`config.mk`:
```
export PLATFORM = sky130hd
export DESIGN_NAME = mem_request_sequencer
export DESIGN_NICKNAME = d
export VERILOG_FILES = /design/src/rtl/mem_request_sequencer.sv
export SDC_FILE = /design/constraint.sdc
export NUM_CORES = 1
export LEC_CHECK = 0
export CAP_MARGIN = 20
export CORE_ASPECT_RATIO = 1.5
export CORE_MARGIN = 1.5
export CORE_UTILIZATION = 54
export CTS_CLUSTER_DIAMETER = 50
export DETAILED_ROUTE_END_ITERATION = 8
export GPL_TIMING_DRIVEN = 0
export PLACE_DENSITY = 0.89
export REMOVE_ABC_BUFFERS = 1
export SETUP_SLACK_MARGIN = 0.4
export SYNTH_ARGS = -nofsm -noshare
export SYNTH_HDL_FRONTEND = slang
export SYNTH_SLANG_ARGS = --single-unit
export TNS_END_PERCENT = 100
```
`constraint.sdc`:
```
create_clock -name clk -period 3.36 [get_ports clk]
set_input_delay 0.672 -clock clk [delete_from_list [all_inputs] [get_ports clk]]
set_output_delay 0.672 -clock clk [all_outputs]
set_load 0.02 [all_outputs]
```
`src/rtl/mem_request_sequencer.sv`:
```
// mem_request_sequencer: buffers execute-stage memory requests and feeds memory_access_unit one op per cycle.
//  Read data is returned on a tagged valid/ready response port.
//  Ports:
//    clk, rst_n                   clock (rising edge), asynchronous active-low reset
//    req_valid/req_ready          request handshake; req_op 00 rd, 01 wr, 10 add, 11 sub
//    req_addr/req_data/req_tag    request word address, operand, tag
//    rsp_valid/rsp_ready          response handshake; rsp_data/rsp_tag held while stalled
//    mau_addr/mau_data_in/mau_mem_op  registered MAU command bus (00 when idle)
//    mau_data_out                 MAU read data, sampled in RD_WAIT
//    busy                         FIFO non-empty, op in flight or response pending
//    fifo_count                   request FIFO occupancy
//  Build option: define MEM_SEQ_WRITE_ACK_EN to make every write-type op return a zero-data response.
module mem_request_sequencer #(
  parameter int DEPTH = 4,
  parameter int TAG_W = 4
) (
  input  logic                     clk,
  input  logic                     rst_n,
  input  logic                     req_valid,
  output logic                     req_ready,
  input  logic [1:0]               req_op,
  input  logic [31:0]              req_addr,
  input  logic [31:0]              req_data,
  input  logic [TAG_W-1:0]         req_tag,
  output logic                     rsp_valid,
  input  logic                     rsp_ready,
  output logic [31:0]              rsp_data,
  output logic [TAG_W-1:0]         rsp_tag,
  output logic [31:0]              mau_addr,
  output logic [31:0]              mau_data_in,
  output logic [1:0]               mau_mem_op,
  input  logic [31:0]              mau_data_out,
  output logic                     busy,
  output logic [$clog2(DEPTH):0]   fifo_count
);
  localparam int AW = $clog2(DEPTH);
  localparam logic [AW:0] FULL = (AW+1)'(DEPTH);
  typedef enum logic [1:0] {IDLE, ISSUE, RD_WAIT} state_t;
  state_t state, state_nx;
  logic [1:0]       f_op   [DEPTH];
  logic [31:0]      f_addr [DEPTH];
  logic [31:0]      f_data [DEPTH];
  logic [TAG_W-1:0] f_tag  [DEPTH];
  logic [AW-1:0]    wp, rp;
  logic [TAG_W-1:0] cur_tag;
  logic             push, issue, wr_cur, ack, slot_free, rsp_load;
  assign req_ready = fifo_count != FULL;
  assign push      = req_valid && req_ready;
  assign busy      = (fifo_count != '0) || (state != IDLE) || rsp_valid;
  // mau_mem_op is the registered copy of the op in ISSUE, so it tells reads from write-types there.
  always_comb begin
    wr_cur    = (state == ISSUE) && (mau_mem_op != 2'b00);
    slot_free = !rsp_valid || rsp_ready;
`ifdef MEM_SEQ_WRITE_ACK_EN
    // A write-type op in ISSUE loads its ack this cycle, so nothing may pop behind it until the slot drains.
    ack   = wr_cur;
    issue = (fifo_count != '0) && (state == IDLE) && slot_free;
`else
    ack   = 1'b0;
    issue = (fifo_count != '0) && ((state == IDLE) || wr_cur) && slot_free;
`endif
    rsp_load = (state == RD_WAIT) || ack;
    state_nx = state;
    if (state == RD_WAIT)
      state_nx = IDLE;
    else if (state == ISSUE && !wr_cur)
      state_nx = RD_WAIT;
    else
      state_nx = issue ? ISSUE : IDLE;
  end
  always_ff @(posedge clk) begin
    if (push) begin
      f_op[wp]   <= req_op;
      f_addr[wp] <= req_addr;
      f_data[wp] <= req_data;
      f_tag[wp]  <= req_tag;
    end
  end
  always_ff @(posedge clk or negedge rst_n) begin
    if (!rst_n) begin
      state       <= IDLE;
      wp          <= '0;
      rp          <= '0;
      fifo_count  <= '0;
      mau_addr    <= '0;
      mau_data_in <= '0;
      mau_mem_op  <= 2'b00;
      cur_tag     <= '0;
      rsp_valid   <= 1'b0;
      rsp_data    <= '0;
      rsp_tag     <= '0;
    end else begin
      state      <= state_nx;
      fifo_count <= fifo_count + (AW+1)'(push) - (AW+1)'(issue);
      mau_mem_op <= issue ? f_op[rp] : 2'b00;
      if (push) wp <= wp + AW'(1);
      if (issue) begin
        rp          <= rp + AW'(1);
        mau_addr    <= f_addr[rp];
        mau_data_in <= f_data[rp];
        cur_tag     <= f_tag[rp];
      end
      if (rsp_load) begin
        rsp_valid <= 1'b1;
        rsp_data  <= (state == RD_WAIT) ? mau_data_out : '0;
        rsp_tag   <= cur_tag;
      end else if (rsp_ready) begin
        rsp_valid <= 1'b0;
      end
    end
  end
endmodule

```
==> results of run 1 <==
-- metrics by stage --
step	instance area [µm²]	instances	hold WS (ns)	total power, mW
after floorplan	14500	609	0.376	11.9
after global placement	17100	1159	0.488	13.9
after detailed placement	17400	1176	0.491	14.7
after CTS	18700	1248	0.0844	19.0
after global routing	18700	1250	0.0972	19.7
final	18700	1251	0.0807	18.8
-- flip-flops by register name, indices dropped and copies added, names as in the netlist --
register and cells:
f_data 128, rp 2, wp 2, rsp_data 32, mau_data_in 32, fifo_count 3
f_op 8, f_tag 16, mau_addr 32, rsp_valid 1, f_addr 128, rsp_tag 4
mau_mem_op 2, cur_tag 4, state 2
-- final timing paths --
path                        startpoint               to  slack (ns)  cells after the start
min                              rst_n  mau_data_in[18]        0.08                      1
max                          rsp_ready    fifo_count[2]        0.57                     12
max in group asynchronous        rst_n            rp[1]        2.48                      2
min in group clk           rsp_data[5]      rsp_data[5]        0.50                      1
max reg2reg                   state[0]    fifo_count[2]        0.60                     11
min reg2reg                rsp_data[5]      rsp_data[5]        0.50                      1
-- metal layers --
layer / up-vias / GRT usage
li1: 3047 / -
met1: 3642 / 0.243
met2: 222 / 0.382
met3: 58 / 0.0492
met4: 2 / 0.0804
met5: - / 0
-- logic make-up (layout without fill, tap and decap cells) --
logic type | Yosys count | after routing | synth area share
XOR/XNOR | 5 | 5 | 0.00298
adder cells (fa/ha/maj) | 7 | 7 | 0.00647
buffers and inverters | 33 | 308 | 0.0130
AND/OR/NAND/NOR | 20 | 20 | 0.0103
other | 0 | 3 | 0
multiplexers | 175 | 175 | 0.198
flip-flops | 396 | 396 | 0.769
-- Yosys cell counts (all sizes together) --
| master | n | area share |
|---|---|---|
| and2 | 3 | 0.0013 |
| and2b | 1 | 0.00051 |
| or3b | 1 | 0.00060 |
| inv | 6 | 0.0015 |
| xnor2 | 3 | 0.0018 |
| nor2b | 2 | 0.00085 |
| edfxtp | 280 | 0.57 |
| clkbuf | 8 | 0.0020 |
| nand2 | 1 | 0.00026 |
| nor4 | 3 | 0.0023 |
| nor3b | 1 | 0.0013 |
| or2 | 1 | 0.00043 |
| buf | 19 | 0.0094 |
| and3 | 4 | 0.0017 |
| mux2 | 105 | 0.091 |
| mux4 | 70 | 0.11 |
| dfrtp | 116 | 0.20 |
| fa | 1 | 0.0014 |
| nor3 | 2 | 0.00068 |
| ha | 6 | 0.0051 |
| nand2b | 1 | 0.00043 |
| xor2 | 2 | 0.0012 |
-- placed cells by master, fill, tap and decap left out, types with 2 or more instances in the layout --
cell / n
inv_1: 6
buf_8: 3
mux2_4: 40
nor2b_1: 2
dfrtp_1: 114
xnor2_1: 3
clkinv_2: 4
and3_4: 4
inv_6: 2
edfxtp_1: 280
clkbuf_16: 40
xor2_1: 2
dfrtp_4: 2
clkbuf_8: 6
clkdlybuf4s50_1: 212
buf_12: 4
mux2_2: 65
clkinv_8: 2
nor4_1: 2
ha_1: 6
clkinv_4: 2
buf_16: 5
buf_6: 6
and2_1: 3
clkbuf_1: 12
clkinv_1: 2
diode_2: 3
mux4_2: 70
-- worst reg2reg max path, delay by kind of cell (launching register included) --
family	cells	cell delay [ns]
fa+ha+maj	3	0.81
simple gates	2	0.66
xor+xnor	2	0.27
flops	1	0.40
buf+inv	4	0.52
-- area by class of cell --
cell class,count,share of cell area
sequential,396,0.605
clock inverter,14,0.00729
clock buffer,58,0.0603
timing repair buffer,230,0.131
tap,337,0.0225
antenna,3,0.000401
multi-input combinational,207,0.172
inverter,6,0.00120
-- power groups by stage --
stage / registers (mW) / logic, mW / clock network, mW
after floorplan: 8.46 / 3.47 / 0
after global placement: 7.86 / 6.00 / 0
after detailed placement: 7.61 / 7.13 / 0
after CTS: 7.54 / 7.16 / 4.29
after global routing: 7.67 / 7.50 / 4.49
final: 7.52 / 7.04 / 4.20
==> summary.md, run 1 <==
The first global-routing pass estimated 44000 µm of wire. The tools report the number of setup violations in the final report as 0. Buffers inserted during clock tree synthesis total 39. In the final routed layout, each cell accounts on average for 22.7 µm.

The tool flagged a number of max-cap violations equal to 0. The boundary pin count was 214; the row count was 73. The placed wire-length estimate after detailed placement is 18000 µm, and the area growth from synthesis to layout is 27.3%. The run gives 0 as the number of hold-slack violations in the final timing report.

The worst setup path is of the input port to register kind. The filler cells instantiated in the layout total 1619. After synthesis the netlist holds a flip-flop and latch count of 396. Cell internal power was estimated by the tool at 13.1 mW. The routed layout has 6971 vias. Between clock sinks in the finished design, the worst skew comes to 0.0208 ns.

The tools report the leftover overflow at the end of global routing as 0. Delay contributed by the slowest stage of the critical path: 0.46 ns. For this design, the sink count on the clock tree is 396. After clock tree synthesis, the repair step resized 0 gates. The fraction of final layout cells sized beyond drive strength 1 was 0.286; the effective utilization at floorplan was 0.551. After detailed routing, the number of remaining DRC violations is 0. The detail-routed via count per cell is 5.57, and the share of power burned in combinational logic is 0.375.

The initial antenna violation count is 3, and the deepest level of the CTS H-tree is 2. For this design, the slowest cell found on the critical path is clkdlybuf4s50_1. At the pin with the least slew margin, the transition time is 0.736 ns.

Timing would allow up to 359 MHz. Relative contribution of sequential cells to total power: 0.401. Net load switching power: 5.63 mW. The worst hold path belongs to the class input port to async pin. The tools report the relative slew slack as 0.509.

Entering global routing, the biggest net connects 73 pins. Measured along the x axis, the die boundary spans 138 µm. Routability-driven placement finished with a final weighted congestion of 0.699. The clock slew at the register clock pins of the worst setup and hold paths is 0.06 ns, and the mapped cell area is 14700 µm². The die is 205 µm tall.

The first TritonRoute pass finished after 4 iterations. At the placement stage, the worst setup path has a slack of 0.0266 ns. TritonCTS built the clock tree. The final worst setup slack was 0.575 ns. The met2 routed wirelength was 15600 µm. The tools report the register area as 11300 µm². For the overall track demand over capacity in global routing, the log shows 0.212. The kind of end point of the critical path was a register.

The antenna violation net count after detailed routing was 0; the final critical-path required period was 2.79 ns. Along the worst path, the maximum fanout reaches 10. The routed design uses 1730 µm of met3 wire. Overall die area: 28200 µm².

Summed over all failing endpoints, the final setup total negative slack is 0 ns. The tools report the clock insertion delay at the later pin of the skew report as 0.53 ns. After detailed routing, no signal wire sits above met5. For this run, the post-layout net count is 993. The flow ran to the end, and the final reports show no timing, DRC or antenna violations.

The tools report the number of DRC markers after the initial detailed-route iteration as 260. Counting distinct cell types in the post-synthesis netlist gives 25. The run gives 3 as the number of buffers between clock root and the deepest sink.

Share of power burned in the clock network: 0.224. The sequential-to-total area share from yosys stat came out at 0.769. At the worst endpoint, the arrival time is 3.18 ns. Data on the critical path is required at its endpoint by 3.76 ns.

The critical path contains buffers and inverters numbering 5 combined. Setup repair after global routing left no endpoint under its margin. After detailed routing, the total wire length is 28400 µm.

The run gives 0.000694 V as the maximum vdd drop. The count of buffers added on input and output ports is 213. A synthesized cell averages 23.1 µm².

The warning count from the yosys run is 0. The proportion of total power due to net switching was 0.300; the utilization of the core after routing was 0.702. After detailed routing, the wire length on met1 is 10300 µm. The critical path goes through clkdlybuf4s50_1 -> nor2b_1 -> nor4_4 -> buf_8 -> buf_8 -> ha_1 -> inv_1 -> ha_1 -> inv_1 -> fa_1 -> xnor2_1 -> xnor2_1. The static leakage power was 6.70 nW; the period utilization was 0.829. The run gives 0 as the cts-stage hold buffer count. The cell area power density was 1000 nW/µm²; the synthesized instance count was 636. The worst setup path is launched from an input port.

The tools report the number of setup buffers added after CTS as 0. The via count of the first global-routing pass is 7734, and the final-report max-slew violation count is 0. Area of the core: 26700 µm². The multi-input combinational cells in the finished layout cover a total of 3220 µm². The cell type group with the largest total delay on the critical path is buffers and inverters.

CTS root buffer: clkbuf_16.
(Power assumes the default switching activity.)
==> inputs of run 2 (changes only) <==
Settings changed: CORE_UTILIZATION 54 to 49, PLACE_DENSITY 0.89 to 0.86.
Clock period 3.36 ns to 2.3 ns, I/O delays scaled along.
==> run 2 against run 1 <==
Global-route usage is 1.0 points lower; register-to-register slack worse by 0.52 ns; critical path depth is 2 lower; critical path type is now register to register; largest power group is now combinational logic.
==> summary.md, run 2 (same netlist as run 1, synthesis figures left out) <==
The first-pass detailed-route iteration total was 6 (+2); the via count of the first global-routing pass was 8095 (+4.7%). The tools report the final-report max-slew violation count as 0 (unchanged). Fraction of final layout cells sized beyond drive strength 1: 0.341 (+0.0545).

The cell area power density is 1510 nW/µm² (+51%), and the worst-case register-to-register setup slack is 0.08 ns (-0.52 ns). The number of setup violations in the final report was 0 (unchanged); the maximum fanout along the worst path was 2 (-8). Traced cell by cell, the critical path runs through or3b_4 -> and2_4 -> inv_4 -> ha_4 -> inv_4 -> ha_4 -> inv_2 -> fa_2 -> xnor2_2 -> xnor2_1.

The critical path buffer and inverter count came out at 3 (-2). Placed wire-length estimate after detailed placement: 17600 µm (-1.8%). The data required time at the worst endpoint was 2.70 ns (-1.06 ns); the total via count after detailed routing was 7252 (+4.0%). The static leakage power is 7.33 nW (+9.3%). The worst hold path belongs to the class input port to async pin. The largest registers in the layout are f_addr (128), f_data (128).

The detail-routed via count per cell was 5.36 (-3.7%). The tools report the effective utilization at floorplan as 0.499 (-0.0525). The critical path launch point type was a register.

The maximum number of pins on one net before global-route repair was 82 (+12%). The vertical die dimension was 215 µm (+4.9%). In the layout the commonest cells are edfxtp_1 (280), dfrtp_1 (111), clkdlybuf4s50_1 (104), dlygate4sd2_1 (104), mux4_2 (70). The final sum of negative setup slack is 0 ns (unchanged), and the setup clock skew after layout is 0.0131 ns (-0.00771 ns). The deepest level of the CTS H-tree was 2 (unchanged).

The number of DRC markers after the initial detailed-route iteration was 328 (+26%); the max-capacitance violation count was 0 (unchanged). The tools report the overall die area as 31100 µm² (+10%). For the antenna violation net count after detailed routing, the log shows 0 (unchanged). The number of sinks driven by the clock tree is 396 (unchanged), and the period utilization is 0.966. The run gives 214 (unchanged) as the boundary pin count. The most critical setup path has its startpoint at fifo_count[1]. The run gives 17500 µm² (+0.27%) as the instance area after placement. The total CTS buffers came out at 38 (-2.6%). The run gives 1987 (+23%) as the final-layout fill cell count. Final-layout worst hold slack: 0.442 ns (+0.361 ns). The slowest stage of the critical path belongs to the cell dfrtp_2.

For the overall track demand over capacity in global routing, the log shows 0.202 (-0.0102). The clock slew at the register clock pins of the worst setup and hold paths came out at 0.06 ns (about the same). Derived from the worst setup path, the maximum achievable clock frequency is 450 MHz. Total length of routed wires: 31400 µm (+11%). The library cell used most frequently in the layout, excluding fill and tap cells, is edfxtp_1. The run gives 1039 (+4.6%) as the post-layout net count.

The worst register-to-register path begins at fifo_count[1]. The run finished with clean final reports. The tools report the CTS root buffer as clkbuf_16. The number of buffers between clock root and the deepest sink is 3 (unchanged). The delay contributed by the slowest stage of the critical path is 0.41 ns (-0.05 ns), and the per-cell routed wire length is 23.2 µm (+2.3%). The leftover overflow at the end of global routing was 0 (unchanged).

STA classifies the critical path endpoint as a register. The horizontal extent of the die was 144 µm (+4.9%). For the row count, the log shows 77 (+5.5%). By startpoint and endpoint, the worst setup path is classified as register to register. The first-pass GRT wire length was 46200 µm (+4.9%); the slew at the pin closest to its max-slew limit was 0.832 ns (+0.0959 ns). The tools report the initial antenna violation count as 1 (-2).

The total non-filler cell area in the finished layout is 19500 µm² (+4.3%), and the area growth from synthesis to layout is 32.7%. The worst path in the final design needs a cycle of 2.22 ns, including I/O delays and setup. Broken down by cell family, the worst path's largest delay share belongs to adder cells. The area of the core is 29500 µm² (+11%), and the port buffer count is 213 (unchanged). Setup repair after global routing could not meet its margin everywhere.

The run gives 0.445 (-0.0640) as the relative slew slack. Clock insertion delay at the later pin of the skew report: 0.53 ns (about the same). TritonCTS built the clock tree. The arrival time of data at the critical path endpoint is 2.63 ns (-0.55 ns), and the number of hold-slack violations in the final timing report is 0 (unchanged).

The maximum vdd drop came out at 0.000842 V (+21%). The logs give 0.692 (-0.87%) for the routability congestion estimate and 0 (unchanged) for the post-route DRC violation count.
run 2: changes by cell type in the layout (fill, tap and decap cells not counted), sizes merged, moves of 2 or more:
cell,previous run,this run
buf,18,64
dlygate4sd2,0,104
and3,4,6
clkinvlp,0,4
diode,3,1
clkdlybuf4s50,212,104
clkinv,10,4
run 2: cell type report:
type / instances / area, µm² / share of cell area
clock inverter: 12 / 130 / 0.00667
timing repair buffer: 275 / 3000 / 0.153
multi-input combinational: 209 / 3400 / 0.174
sequential: 396 / 11300 / 0.580
clock buffer: 58 / 1140 / 0.0584
inverter: 6 / 27.5 / 0.00141
antenna: 1 / 2.50 / 0.000128
tap: 395 / 494 / 0.0253
run 2: what timing repair did:
item                                    in CTS  in global routing
gates resized for setup                    186                 31
gates cloned                                 5                  3
pin swaps                                   11                 11
setup buffers                               28                 12
hold buffers                                 1                  0
hold endpoints to repair                    35                  0
endpoints found under the setup margin     331                222
run 2: worst paths after layout:
| check | end | cells after the start |
|---|---|---|
| max reg2reg | fifo_count[2] | 10 |
| max in group asynchronous | mau_data_in[9] | 3 |
| max | fifo_count[2] | 10 |
| min reg2reg | rsp_tag[1] | 1 |
| min in group clk | rsp_tag[1] | 1 |
| min | mau_addr[22] | 2 |
run 2: routing by layer:
layer	share of wire	track usage
met5	0	0
met4	0.038	0.0761
met3	0.061	0.0426
met2	0.53	0.365
met1	0.37	0.231
run 2: power breakdown:
group          total (mW)  switching (mW)  internal (mW)
Clock                6.24            2.57           3.68
Combinational        12.4            5.44           6.96
Sequential           10.9           0.953           9.90
run 2: metrics by stage:
step | setup WS (ns) | util | power, mW | instances
6_report | 0.0790 | 0.662 | 29.5 | 1352
5_1_grt | 0.00564 | 0.662 | 30.8 | 1352
4_1_cts | 0.0910 | 0.653 | 29.0 | 1336
3_5_place_dp | -0.691 | 0.593 | 21.4 | 1232
3_3_place_gp | -5.29 | 0.582 | 19.3 | 1217
2_1_floorplan | -3.02 | - | 16.8 | 609
==> inputs of run 3 (changes only) <==
Settings changed: CELL_PAD_IN_SITES_DETAIL_PLACEMENT set to 0, CELL_PAD_IN_SITES_GLOBAL_PLACEMENT set to 1, CORE_UTILIZATION 49 to 43.
==> run 3 against run 2 <==
Sequential share of layout area grew 0.50 points; global-route usage shrank 3.3 points; critical path depth stayed put; non-clock buffer count fell by 9; maximum frequency is 1.5% higher; combinational power shrank 9.7%; sequential cell count unchanged; register-to-register slack improved by 0.03 ns; clock skew up 0.0067 ns; design area is 0.86% lower; total power is 3.3% lower; die area increased by 14%; critical endpoint unchanged; largest cell class unchanged.
==> summary.md, run 3 (same netlist as run 1, synthesis figures left out) <==
By startpoint and endpoint, the worst setup path is classified as register to register. For the maximum clock rate, the log shows 457 MHz (+1.5%). The number of sinks driven by the clock tree was 396 (unchanged). The area of the core came out at 33500 µm² (+14%). In the final layout, the registers with the most flip-flops are f_addr (128), f_data (128). The flow ran to the end, and the final reports show no timing, DRC or antenna violations. The maximum number of pins on one net before global-route repair came out at 78 (-4.9%). Internal cell power: 19.8 mW (-3.4%).

Total via count after detailed routing: 7151 (-1.4%). The delay contributed by the slowest stage of the critical path came out at 0.44 ns (+0.03 ns). The run gives 214 (unchanged) as the boundary pin count. The standard cell with the maximum stage delay on the critical path is dfrtp_2. The total non-filler cell area in the finished layout is 19300 µm² (-0.86%), and the leftover overflow at the end of global routing is 0 (unchanged).

Setup repair after global routing could not meet its margin everywhere. The area growth from synthesis to layout is 31.6%, and the setup clock skew after layout is 0.0198 ns (+0.00667 ns). Critical path buffer and inverter count: 3 (unchanged). The run gives 0.377 (+0.009) as the relative contribution of sequential cells to total power. The proportion of total power due to net switching is 0.304 (+0.000655), and the number of hold-slack violations in the final timing report is 0 (unchanged).

The period utilization came out at 0.951 (-0.0142). The per-cell routed wire length works out to 22.2 µm (-4.2%). The deepest level of the CTS H-tree came out at 2 (unchanged).

The overall power of the completed layout was 28.5 mW (-3.3%). Leaving out fill and tap cells, the most frequent cell in the layout is edfxtp_1. The run gives 2.60 ns (-0.03 ns) as the arrival time of data at the critical path endpoint.

TritonCTS built the clock tree. The tools report the critical path launch point type as a register. The port buffer count is 213 (unchanged), and the total length of routed wires is 30600 µm (-2.6%). Final critical-path required period: 2.19 ns (-0.0327 ns). The relative slew slack is 0.450 (+0.00511), and the overall die area is 35300 µm² (+14%).

The row count is 82 (+6.5%), and the final-report max-slew violation count is 0 (unchanged). The CTS root buffer was clkbuf_16. Grouping stages by cell kind, the critical path spends the most delay in adder cells. The number of buffers between clock root and the deepest sink was 3 (unchanged); the max-capacitance violation count was 0 (unchanged). The first-pass GRT wire length is 44500 µm (-3.7%). The horizontal extent of the die came out at 154 µm (+6.6%). The net load switching power was 8.69 mW (-3.1%); the number of setup violations in the final report was 0 (unchanged). The run gives 0.54 ns (about the same) as the clock insertion delay at the later pin of the skew report. For the static leakage power, the log shows 7.18 nW (-2.0%).

The tools report the overall track demand over capacity in global routing as 0.168 (-0.0334). The kind of end point of the critical path is a register. The slew at the pin closest to its max-slew limit came out at 0.824 ns (-0.00767 ns).

The routability congestion estimate was 0.695 (+0.38%); the instance area after placement was 17500 µm² (+0.31%). The final sum of negative setup slack was 0 ns (unchanged); the clock slew at the register clock pins of the worst setup and hold paths was 0.06 ns (about the same). The logs give 0 (unchanged) for the antenna violation net count after detailed routing and 40 (+5.3%) for the total CTS buffers. The cell area power density works out to 1470 nW/µm² (-2.5%). The logs give 2.72 ns (+0.02 ns) for the data required time at the worst endpoint and 0.112 ns (+0.0327 ns) for the final worst setup slack. The post-layout net count was 1034 (-0.48%); the effective utilization at floorplan was 0.438 (-0.0605). Worst setup timing slack at the placement stage: -0.553 ns (+0.138 ns). The tools report the share of power burned in combinational logic as 0.392 (-0.028). In this run the worst hold path is classified as input port to async pin. For the maximum vdd drop, the log shows 0.000663 V (-21%).

For the via count of the first global-routing pass, the log shows 7680 (-5.1%). The tools report the placed wire-length estimate after detailed placement as 17500 µm (-0.67%). The run gives 0 (unchanged) as the post-route DRC violation count.

Traced cell by cell, the critical path runs through or3b_4 -> and2_4 -> inv_4 -> ha_4 -> inv_2 -> ha_4 -> inv_2 -> fa_2 -> xnor2_2 -> xnor2_1. The top cell types in the final layout, fill and taps aside, are edfxtp_1 (280), dfrtp_1 (112), clkdlybuf4s50_1 (105). The fraction of final layout cells sized beyond drive strength 1 works out to 0.336 (-0.00522). The vertical die dimension was 229 µm (+6.7%).

Maximum fanout along the worst path: 4 (+2). The initial antenna violation count is 1 (unchanged), and the first-pass detailed-route iteration total is 4 (-2). Detail-routed via count per cell: 5.20 (-3.0%).

The number of DRC markers after the initial detailed-route iteration was 365 (+11%); the share of power burned in the clock network was 0.231 (+0.019).
## run 3: worst paths after layout
kind,startpoint,end,slack [ns],cells after the start
max,fifo_count[1],fifo_count[2],0.11,10
min,rst_n,mau_data_in[24],0.45,2
max reg2reg,fifo_count[1],fifo_count[2],0.11,10
min reg2reg,rsp_data[5],rsp_data[5],0.50,1
max in group asynchronous,rst_n,mau_data_in[2],1.07,3
min in group clk,rsp_data[5],rsp_data[5],0.50,1
## run 3: timing repair
action                                 in CTS  in global routing
endpoints found under the hold margin      39                  0
buffers inserted                           19                  9
gates resized for setup                   139                 16
hold buffers                                1                  0
setup endpoints to repair                 347                204
pin swaps                                  11                 10
gates cloned                                2                 10
## run 3: metal layers
layer / track usage / wire length [µm]
met5: 0 / 0
met4: 0.0610 / 1010
met3: 0.0341 / 1510
met2: 0.309 / 16400
met1: 0.193 / 11700
## run 3: worst reg2reg max path, stage by stage, from the launching register on
cell and delay (ns):
dfrtp_2 0.44, or3b_4 0.42, and2_4 0.18, inv_4 0.05
ha_4 0.18, inv_2 0.06, ha_4 0.12, inv_2 0.03
fa_2 0.34, xnor2_2 0.14, xnor2_1 0.12
## run 3: power groups by stage
stage          Combinational [mW]  Clock, mW  Sequential, mW
2_1_floorplan                4.47          0            12.3
3_3_place_gp                 7.97          0            11.3
3_5_place_dp                 10.4          0            11.1
4_1_cts                      10.6       6.75            10.8
5_1_grt                      11.9       6.98            11.0
6_report                     11.2       6.59            10.8
## run 3: area by class of cell
type	count	area [µm²]
well taps	420	526
clock inverters	22	234
inverters	6	25.0
repair buffers	266	2820
multi-input cells	211	3300
diodes	1	2.50
flip-flops and latches	396	11300
clock buffers	52	1120
fillers	2497	14200
## run 3: per-stage QoR
step	util	hold slack, ns	cells
after floorplan	-	0.164	609
after global placement	0.512	0.488	1242
after detailed placement	0.523	0.437	1258
after CTS	0.568	0.442	1354
after global routing	0.577	0.496	1374
final	0.577	0.450	1374
